===== config.mk =====
export PLATFORM = sky130hd
export DESIGN_NAME = multicycle_control_unit
export DESIGN_NICKNAME = d
export VERILOG_FILES = /design/src/rtl/multicycle_control_unit.sv
export SDC_FILE = /design/constraint.sdc
export NUM_CORES = 1
export LEC_CHECK = 0
export CORE_MARGIN = 2
export CORE_UTILIZATION = 33
export DETAILED_ROUTE_END_ITERATION = 16
export GPL_TIMING_DRIVEN = 0
export PLACE_DENSITY_LB_ADDON = 0.12
export SKIP_CTS_REPAIR_TIMING = 1
export SLEW_MARGIN = 20
export SYNTH_ARGS = -nofsm -noshare
export SYNTH_HDL_FRONTEND = slang
export SYNTH_SLANG_ARGS = --single-unit

===== constraint.sdc =====
create_clock -name CLK -period 1.93 [get_ports CLK]
set_input_delay 0.193 -clock CLK [delete_from_list [all_inputs] [get_ports CLK]]
set_output_delay 0.193 -clock CLK [all_outputs]
set_load 0.02 [all_outputs]

===== src/rtl/multicycle_control_unit.sv =====
// ---------------------------------------------------------------------------
// multicycle_control_unit
//
// Moore-style control FSM for a MIPS-like multicycle datapath. Each
// instruction is fetched, decoded and then walked through a short chain of
// states that steer the shared ALU, memory port, register file and PC mux.
// An arithmetic overflow or an undefined opcode diverts into EXCEPTION,
// which saves the already-incremented PC into EPC and jumps to vector 0.
//
// Ports
//   CLK       in   clock, all state changes on the rising edge
//   RST       in   asynchronous active-low reset (forces FETCH)
//   Opcode    in   Instr[31:26] from the instruction register
//   Funct     in   Instr[5:0]
//   Zero      in   ALU zero flag (current cycle)
//   Overflow  in   ALU signed overflow (current cycle)
//   PC_LOAD   out  write enable for the PC
//   IorD      out  memory address select: 0 = PC, 1 = ALU_REG_OUT
//   IR_EN     out  instruction register load
//   EPC_EN    out  exception PC load
//   MemRead   out  memory read strobe
//   MemWrite  out  memory write strobe
//   RegWrite  out  register file write enable
//   RegDst    out  destination select: 0 = rt, 1 = rd
//   MemtoReg  out  write-back data: 0 = ALU_REG_OUT, 1 = memory data
//   ALUSrcA   out  ALU A operand: 0 = PC, 1 = reg A
//   PC_SEL    out  next PC: 0 ALU_OUT, 1 ALU_REG_OUT, 2 jump, 3 Reg1_Out, 4 vector 0
//   ALUSrcB   out  ALU B operand: 0 reg B, 1 const 4, 2 sext imm, 3 sext imm << 2
//   ALUOp     out  0 add, 1 subtract, 2 decode by Funct
//   STATE     out  current state code (debug)
// ---------------------------------------------------------------------------
module multicycle_control_unit (
  input  logic       CLK,
  input  logic       RST,
  input  logic [5:0] Opcode,
  input  logic [5:0] Funct,
  input  logic       Zero,
  input  logic       Overflow,
  output logic       PC_LOAD,
  output logic       IorD,
  output logic       IR_EN,
  output logic       EPC_EN,
  output logic       MemRead,
  output logic       MemWrite,
  output logic       RegWrite,
  output logic       RegDst,
  output logic       MemtoReg,
  output logic       ALUSrcA,
  output logic [2:0] PC_SEL,
  output logic [1:0] ALUSrcB,
  output logic [1:0] ALUOp,
  output logic [3:0] STATE
);

  typedef enum logic [3:0] {
    FETCH     = 4'd0,
    DECODE    = 4'd1,
    MEM_ADDR  = 4'd2,
    MEM_READ  = 4'd3,
    MEM_WB    = 4'd4,
    MEM_WRITE = 4'd5,
    EXECUTE   = 4'd6,
    ALU_WB    = 4'd7,
    BRANCH    = 4'd8,
    JUMP      = 4'd9,
    ADDI_EXEC = 4'd10,
    ADDI_WB   = 4'd11,
    JR        = 4'd12,
    EXCEPTION = 4'd13
  } state_t;

  localparam logic [5:0] OP_RTYPE = 6'h00;
  localparam logic [5:0] OP_J     = 6'h02;
  localparam logic [5:0] OP_BEQ   = 6'h04;
  localparam logic [5:0] OP_BNE   = 6'h05;
  localparam logic [5:0] OP_ADDI  = 6'h08;
  localparam logic [5:0] OP_LW    = 6'h23;
  localparam logic [5:0] OP_SW    = 6'h2B;
  localparam logic [5:0] FN_JR    = 6'h08;

  localparam logic [2:0] PCS_ALU     = 3'd0;
  localparam logic [2:0] PCS_ALU_REG = 3'd1;
  localparam logic [2:0] PCS_JUMP    = 3'd2;
  localparam logic [2:0] PCS_REG1    = 3'd3;
  localparam logic [2:0] PCS_VECTOR  = 3'd4;

  localparam logic [1:0] SRCB_REG   = 2'd0;
  localparam logic [1:0] SRCB_FOUR  = 2'd1;
  localparam logic [1:0] SRCB_IMM   = 2'd2;
  localparam logic [1:0] SRCB_IMMSH = 2'd3;

  localparam logic [1:0] ALU_ADD   = 2'd0;
  localparam logic [1:0] ALU_SUB   = 2'd1;
  localparam logic [1:0] ALU_FUNCT = 2'd2;

  state_t state_r;
  state_t next_s;

  // State register; reset holds the machine in FETCH regardless of the clock.
  always_ff @(posedge CLK or negedge RST) begin
    if (!RST) begin
      state_r <= FETCH;
    end else begin
      state_r <= next_s;
    end
  end

  // Next-state selection. Unused codes 14/15 fall through to FETCH.
  always_comb begin
    next_s = FETCH;
    case (state_r)
      FETCH: begin
        next_s = DECODE;
      end
      DECODE: begin
        if ((Opcode == OP_LW) || (Opcode == OP_SW)) begin
          next_s = MEM_ADDR;
        end else if (Opcode == OP_RTYPE) begin
          if (Funct == FN_JR) begin
            next_s = JR;
          end else begin
            next_s = EXECUTE;
          end
        end else if ((Opcode == OP_BEQ) || (Opcode == OP_BNE)) begin
          next_s = BRANCH;
        end else if (Opcode == OP_J) begin
          next_s = JUMP;
        end else if (Opcode == OP_ADDI) begin
          next_s = ADDI_EXEC;
        end else begin
          next_s = EXCEPTION;
        end
      end
      MEM_ADDR: begin
        if (Opcode == OP_LW) begin
          next_s = MEM_READ;
        end else begin
          next_s = MEM_WRITE;
        end
      end
      MEM_READ:  next_s = MEM_WB;
      MEM_WB:    next_s = FETCH;
      MEM_WRITE: next_s = FETCH;
      EXECUTE: begin
        // Overflow skips the write-back so the destination register is untouched.
        if (Overflow) begin
          next_s = EXCEPTION;
        end else begin
          next_s = ALU_WB;
        end
      end
      ALU_WB:    next_s = FETCH;
      BRANCH:    next_s = FETCH;
      JUMP:      next_s = FETCH;
      ADDI_EXEC: begin
        if (Overflow) begin
          next_s = EXCEPTION;
        end else begin
          next_s = ADDI_WB;
        end
      end
      ADDI_WB:   next_s = FETCH;
      JR:        next_s = FETCH;
      EXCEPTION: next_s = FETCH;
      default:   next_s = FETCH;
    endcase
  end

  // Output decode from the current state; only the branch PC_LOAD looks at inputs.
  always_comb begin
    PC_LOAD  = 1'b0;
    IorD     = 1'b0;
    IR_EN    = 1'b0;
    EPC_EN   = 1'b0;
    MemRead  = 1'b0;
    MemWrite = 1'b0;
    RegWrite = 1'b0;
    RegDst   = 1'b0;
    MemtoReg = 1'b0;
    ALUSrcA  = 1'b0;
    PC_SEL   = PCS_ALU;
    ALUSrcB  = SRCB_REG;
    ALUOp    = ALU_ADD;
    case (state_r)
      FETCH: begin
        // PC + 4 goes straight from the ALU into the PC while the IR loads.
        MemRead = 1'b1;
        IR_EN   = 1'b1;
        ALUSrcB = SRCB_FOUR;
        PC_SEL  = PCS_ALU;
        PC_LOAD = 1'b1;
      end
      DECODE: begin
        // Speculative branch target PC + (imm << 2) into ALU_REG_OUT.
        ALUSrcB = SRCB_IMMSH;
      end
      MEM_ADDR: begin
        ALUSrcA = 1'b1;
        ALUSrcB = SRCB_IMM;
      end
      MEM_READ: begin
        MemRead = 1'b1;
        IorD    = 1'b1;
      end
      MEM_WB: begin
        RegWrite = 1'b1;
        MemtoReg = 1'b1;
      end
      MEM_WRITE: begin
        MemWrite = 1'b1;
        IorD     = 1'b1;
      end
      EXECUTE: begin
        ALUSrcA = 1'b1;
        ALUOp   = ALU_FUNCT;
      end
      ALU_WB: begin
        RegWrite = 1'b1;
        RegDst   = 1'b1;
      end
      BRANCH: begin
        // Compare A - B; the target was already latched during DECODE.
        ALUSrcA = 1'b1;
        ALUOp   = ALU_SUB;
        PC_SEL  = PCS_ALU_REG;
        if (Opcode == OP_BEQ) begin
          PC_LOAD = Zero;
        end else if (Opcode == OP_BNE) begin
          PC_LOAD = ~Zero;
        end else begin
          PC_LOAD = 1'b0;
        end
      end
      JUMP: begin
        PC_SEL  = PCS_JUMP;
        PC_LOAD = 1'b1;
      end
      ADDI_EXEC: begin
        ALUSrcA = 1'b1;
        ALUSrcB = SRCB_IMM;
      end
      ADDI_WB: begin
        RegWrite = 1'b1;
      end
      JR: begin
        PC_SEL  = PCS_REG1;
        PC_LOAD = 1'b1;
      end
      EXCEPTION: begin
        // The PC still holds faulting address + 4 here, which is what EPC keeps.
        EPC_EN  = 1'b1;
        PC_SEL  = PCS_VECTOR;
        PC_LOAD = 1'b1;
      end
      default: begin
        PC_LOAD = 1'b0;
      end
    endcase
  end

  assign STATE = state_r;

endmodule

======== Yosys cells after proc, flatten, opt, wreduce, memory -nomap -nowiden ========
Cells that the tools add are included.
Widths: inputs -> output; s select.
storage, ports and cells
  flip-flop bits (word level) ............. 4
  output and inout bits ................... 21
cells by class
  reduce and logical (&&, ||, !) cells .... 10
  equal/unequal tests ..................... 20
  mux-type cells .......................... 25
  bitwise gates (word level) .............. 1
operators by type and width
  kind                count
  $eq 4x4->1 const B  6
  $pmux 4 s6          1
  $eq 4x3->1 const B  4
  $mux 4              4
  $mux 3              5
  $eq 6x3->1 const B  2
  $eq 6x4->1 const B  2
  $eq 6x6->1 const B  2
  $pmux 3 s4          1
  $mux 1              11
  $eq 4x2->1 const B  2
  $reduce_or 4->1     2
  $eq 6x2->1 const B  1
  $logic_not 6->1     1
  $pmux 2 s3          1
  $reduce_or 2->1     3
  $eq 4x1->1 const B  1
  $logic_not 4->1     1
  $pmux 2 s2          1
  $reduce_or 3->1     1
  $logic_or 1x1->1    2
  $pmux 1 s2          1
  $not 1->1           1

======== Longest topological paths before layout ========
Gate-level depths: netlist (run 1).
  depth after elaboration ................. 7
  depth in mapped cells ................... 5
  gate-level depth less buffers ........... 4

======== Worst setup path before layout (run 1) ========
No wires, ideal clock.
  kind .................................... register -> output
  from .................................... register state_r[3] (netlist: STATE[3])
  to ...................................... output port RegWrite
  path buffers ............................ 0
  slack ................................... 0.199 ns
  cell stages (with the launch flop) ...... 4
  required time ........................... 1.737 ns
  arrival ................................. 1.538 ns
  cell sequence ........................... dfrtp_1 > nand2b_1 > nor3_1 > o21bai_1
between the ends
  longest elaborated chain between the ends .. 3
  elaborated cells between the ends (all ways) .. 5
  those cells by class .................... 3 x eq/ne; 1 x mux; 1 x reduce/logical
RTL lines
  element                                          line  source
  start: declaration                               96    state_t state_r;
  start signal: assignment                         104   state_r <= next_s;
  $eq 4x3->1 / $eq 4x4->1 (equally long branches)  184   case (state_r)
  $reduce_or 3->1 (no source line) (*)             n/a
  $mux 1 (*)                                       184
  end: declaration                                 45    output logic RegWrite,
Every way passes the cells marked *; elsewhere a longest branch is shown, timed or not.

======== Worst setup path after layout (run 1) ========
  from .................................... register state_r[3] (netlist: STATE[3])
  to ...................................... output port ALUOp[1]
between the ends
  longest elaborated chain between the ends .. 2
  elaborated cells between the ends (all ways) .. 3
  those cells by class .................... 2 x eq/ne; 1 x mux
RTL lines
  element                                          line  source
  $eq 4x4->1 / $eq 4x3->1 (equally long branches)  184
  $pmux 2 s2 (*)                                   184
  end: declaration                                 51    output logic [1:0] ALUOp,
Marks and branches as above.

==> run summary, run 1 <==
Routed vias -> 713
Vias in the first global route -> 588
Num rows -> 14
DRC viols -> 0
Setup CP Type -> reg2out
Yosys cell types -> 34
RSZ-0062 raised after global routing -> false
Crit Path Max Fanout -> 6
Adder-cell share of the synthesized area -> 0%
Multiplexer area fraction after synthesis -> 2.17%
Post-synthesis simple-gate area fraction -> 41.3%
Mapped Avg Cell Area -> 7.00 um2
Clock transition at path regs -> 40 ps
Worst reg-to-reg path cell count -> 5
Final core utilization -> 66.6%
Iteration-0 DRC Markers -> 26
Hold_ws -> 162 ps
LEAKAGE -> 0.000546 uW
Slew @ Worst Pin -> 370 ps
TritonCTS Buffers -> 3
Critical Path RT -> 1740 ps
Total power -> 274 uW
R2R Setup Slk -> 240 ps
Largest family of logic cells by synthesized area -> simple AND/OR/NAND/NOR gates
Die width -> 43.6 um
Worst Path Arrival -> 1620 ps
DRT Pass-1 Iters -> 4
Leading area contributor after synthesis -> dfrtp_1
Seq/Total Area, Yosys -> 19.3%
Final GP Congestion -> 0.788
Post-Route WL -> 1660 um
Synth area leaders -> dfrtp_1, nor2_1, nor3_1, xnor2_1, a32o_1
Crit path max-delay family -> buffers and inverters
Final period utilization -> 93.8%
Hold WC Path Type -> in2async
Flop pwr share -> 31.3%
TritonCTS Sinks -> 4
Setup crit start kind -> flip-flop
Avg Vias per Cell -> 5.53
P_int -> 199 uW
Global-route wire length before repair -> 2540 um
Hpwl dp -> 1270 um
Final hold vios -> 0
Yosys warning total -> 0
Die Y -> 43.6 um
Power per cell area -> 277 nW/um2
Slew HR -> 75.1%
Synth-to-layout area growth -> 91.3%
ANT cells -> 0
Initial antenna violation count -> 0
I/O Pins -> 37
Crit path largest cell delay -> 600 ps
GRT Util Overall -> 17.4%
Post-Synth XOR/XNOR Area -> 6.76%
Setup slack at placement -> -443 ps
Worst Path Buf+Inv -> 1
Max Freq -> 0.552 GHz
Sw power -> 74.6 uW
Sw frac -> 27.2%
Syn Std Cell Area -> 518 um2
Clock power share -> 39.7%
Total negative slack -> 0 ps
DR WL/cell -> 12.9 um
CP max stage cell -> clkdlybuf4s50_1
Mapped Cells -> 74
Synth Area in Compound Gates -> 23.9%
Final Critical Period -> 1810 ps
H-tree levels -> 1
Fill count -> 139
Core area -> 1490 um2
Flops & latches, synth -> 4
GRT overflow -> 0
Skew-Pair Late Insertion Delay -> 240 ps
IO Port Bufs -> 36
Share of layout cells above drive strength 1 -> 13.3%
Final setup vio count -> 0
Final Skew -> 4.70 ps
Post-Syn Nets -> 90
FF-to-FF End -> STATE[2]$_DFF_PN0_
Root buffer cell -> clkbuf_4
Pin count of the biggest net entering global routing -> 11
Final layout net count -> 131
Routed Antenna Nets -> 0
Status -> complete, no violations
CTS Buffer Depth -> 2
Largest register FFs -> 4
Slack of the critical path -> 119 ps
# Max-Cap Violations -> 0
Worst r2r src -> STATE[3]$_DFF_PN0_
Initial Util -> 34.8%
Worst VDD drop -> 0.251 mV
CTS tree -> yes
Final-report max-slew violation count -> 0
Area share of the largest cell type after synthesis -> 19.3%
Area of the die -> 1900 um2
Worst-path cell chain -> nand2b_1, nor2_1, clkdlybuf4s50_1
Combinational power share -> 28.9%
CP endpoint kind -> output pin
Yosys cell counts (all sizes together):
library cell / n
a2111oi: 1
a211oi: 1
a21boi: 1
a21oi: 3
a311oi: 1
a32o: 2
and3: 1
buf: 1
clkbuf: 5
dfrtp: 4
inv: 2
mux2: 1
nand2: 5
nand2b: 3
nand4: 1
nand4b: 1
nor2: 14
nor2b: 1
nor3: 6
nor3b: 2
nor4: 2
nor4b: 1
o21ai: 2
o21bai: 1
o22ai: 1
o2bb2ai: 1
o311ai: 2
or2: 2
or4: 1
or4b: 1
xnor2: 3
xor2: 1
cell usage in the layout, fill, tap and decap left out, types with 3 or more instances in the layout:
cell | netlist | final
clkdlybuf4s50_1 | 0 | 20
dlymetal6s2s_1 | 0 | 16
nor2_1 | 14 | 14
nor3_1 | 6 | 6
clkbuf_4 | 0 | 5
nand2_1 | 5 | 5
a21oi_1 | 3 | 3
xnor2_1 | 3 | 3
metrics by stage:
stage,cell area (um2),instances
floorplan,518,74
global placement,898,126
detailed placement,898,126
CTS,921,129
global route,991,129
finish,991,129
per-layer routing:
metal  vias up  share of wire, %  global-route usage, %
met1       324                40                   21.2
met4         0              0.78                   5.45
met5         -                 0                      0
li1        353                 -                      -
met3         2               7.5                   1.25
met2        34                51                   32.1
worst reg2reg max path: cells and delay by family (launching register included):
kind                   cells  cell delay [ps]
buffers and inverters      1              190
flip-flops                 1              420
AND/OR/NAND/NOR            3              720
AO/OA/AOI/OAI              1              250
power by group through the flow:
stage	clock, uW	sequential, uW	combinational, uW
final	109	85.9	79.3
after global routing	113	85.9	85.6
after floorplan	0	87.7	25.0
after CTS	105	85.9	76.5
after global placement	0	87.0	75.0
after detailed placement	0	87.0	76.3
final cells by class:
cell class / instances / area (um2) / area share (%)
multi-input cells: 62 / 402 / 40.5
clock buffers: 3 / 22.5 / 2.27
plain buffers: 6 / 36.3 / 3.66
well taps: 16 / 20.0 / 2.02
flip-flops and latches: 4 / 103 / 10.4
inverters: 2 / 7.51 / 0.758
repair buffers: 36 / 400 / 40.4
kinds of logic after synthesis:
kind of cell              count (synthesis)
buffers and inverters                     8
AOI/OAI and AO/OA                        16
muxes                                     1
DFF                                       4
and+or+nand+nor                          41
xor gates and xnor gates                  4
worst max-delay path by stage:
stage | start | end | slack [ps] | cells past startpoint
after floorplan | STATE[3]$_DFF_PN0_ | RegWrite | 200 | 3
after global placement | Opcode[3] | PC_LOAD | -450 | 5
after detailed placement | Opcode[3] | PC_LOAD | -440 | 5
after CTS | Opcode[3] | PC_LOAD | -460 | 5
after global routing | STATE[3]$_DFF_PN0_ | ALUOp[1] | 50 | 3
final | STATE[3]$_DFF_PN0_ | ALUOp[1] | 120 | 3
Note: power is estimated with default switching activity, not from simulation.
==> run 2, diff against run 1 <==
Settings changed: ABC_CLOCK_PERIOD_IN_PS set to 1930, CTS_CLUSTER_DIAMETER set to 50.
==> results of run 2 <==
Final layout, timing and power as in run 1 (identical DEF).
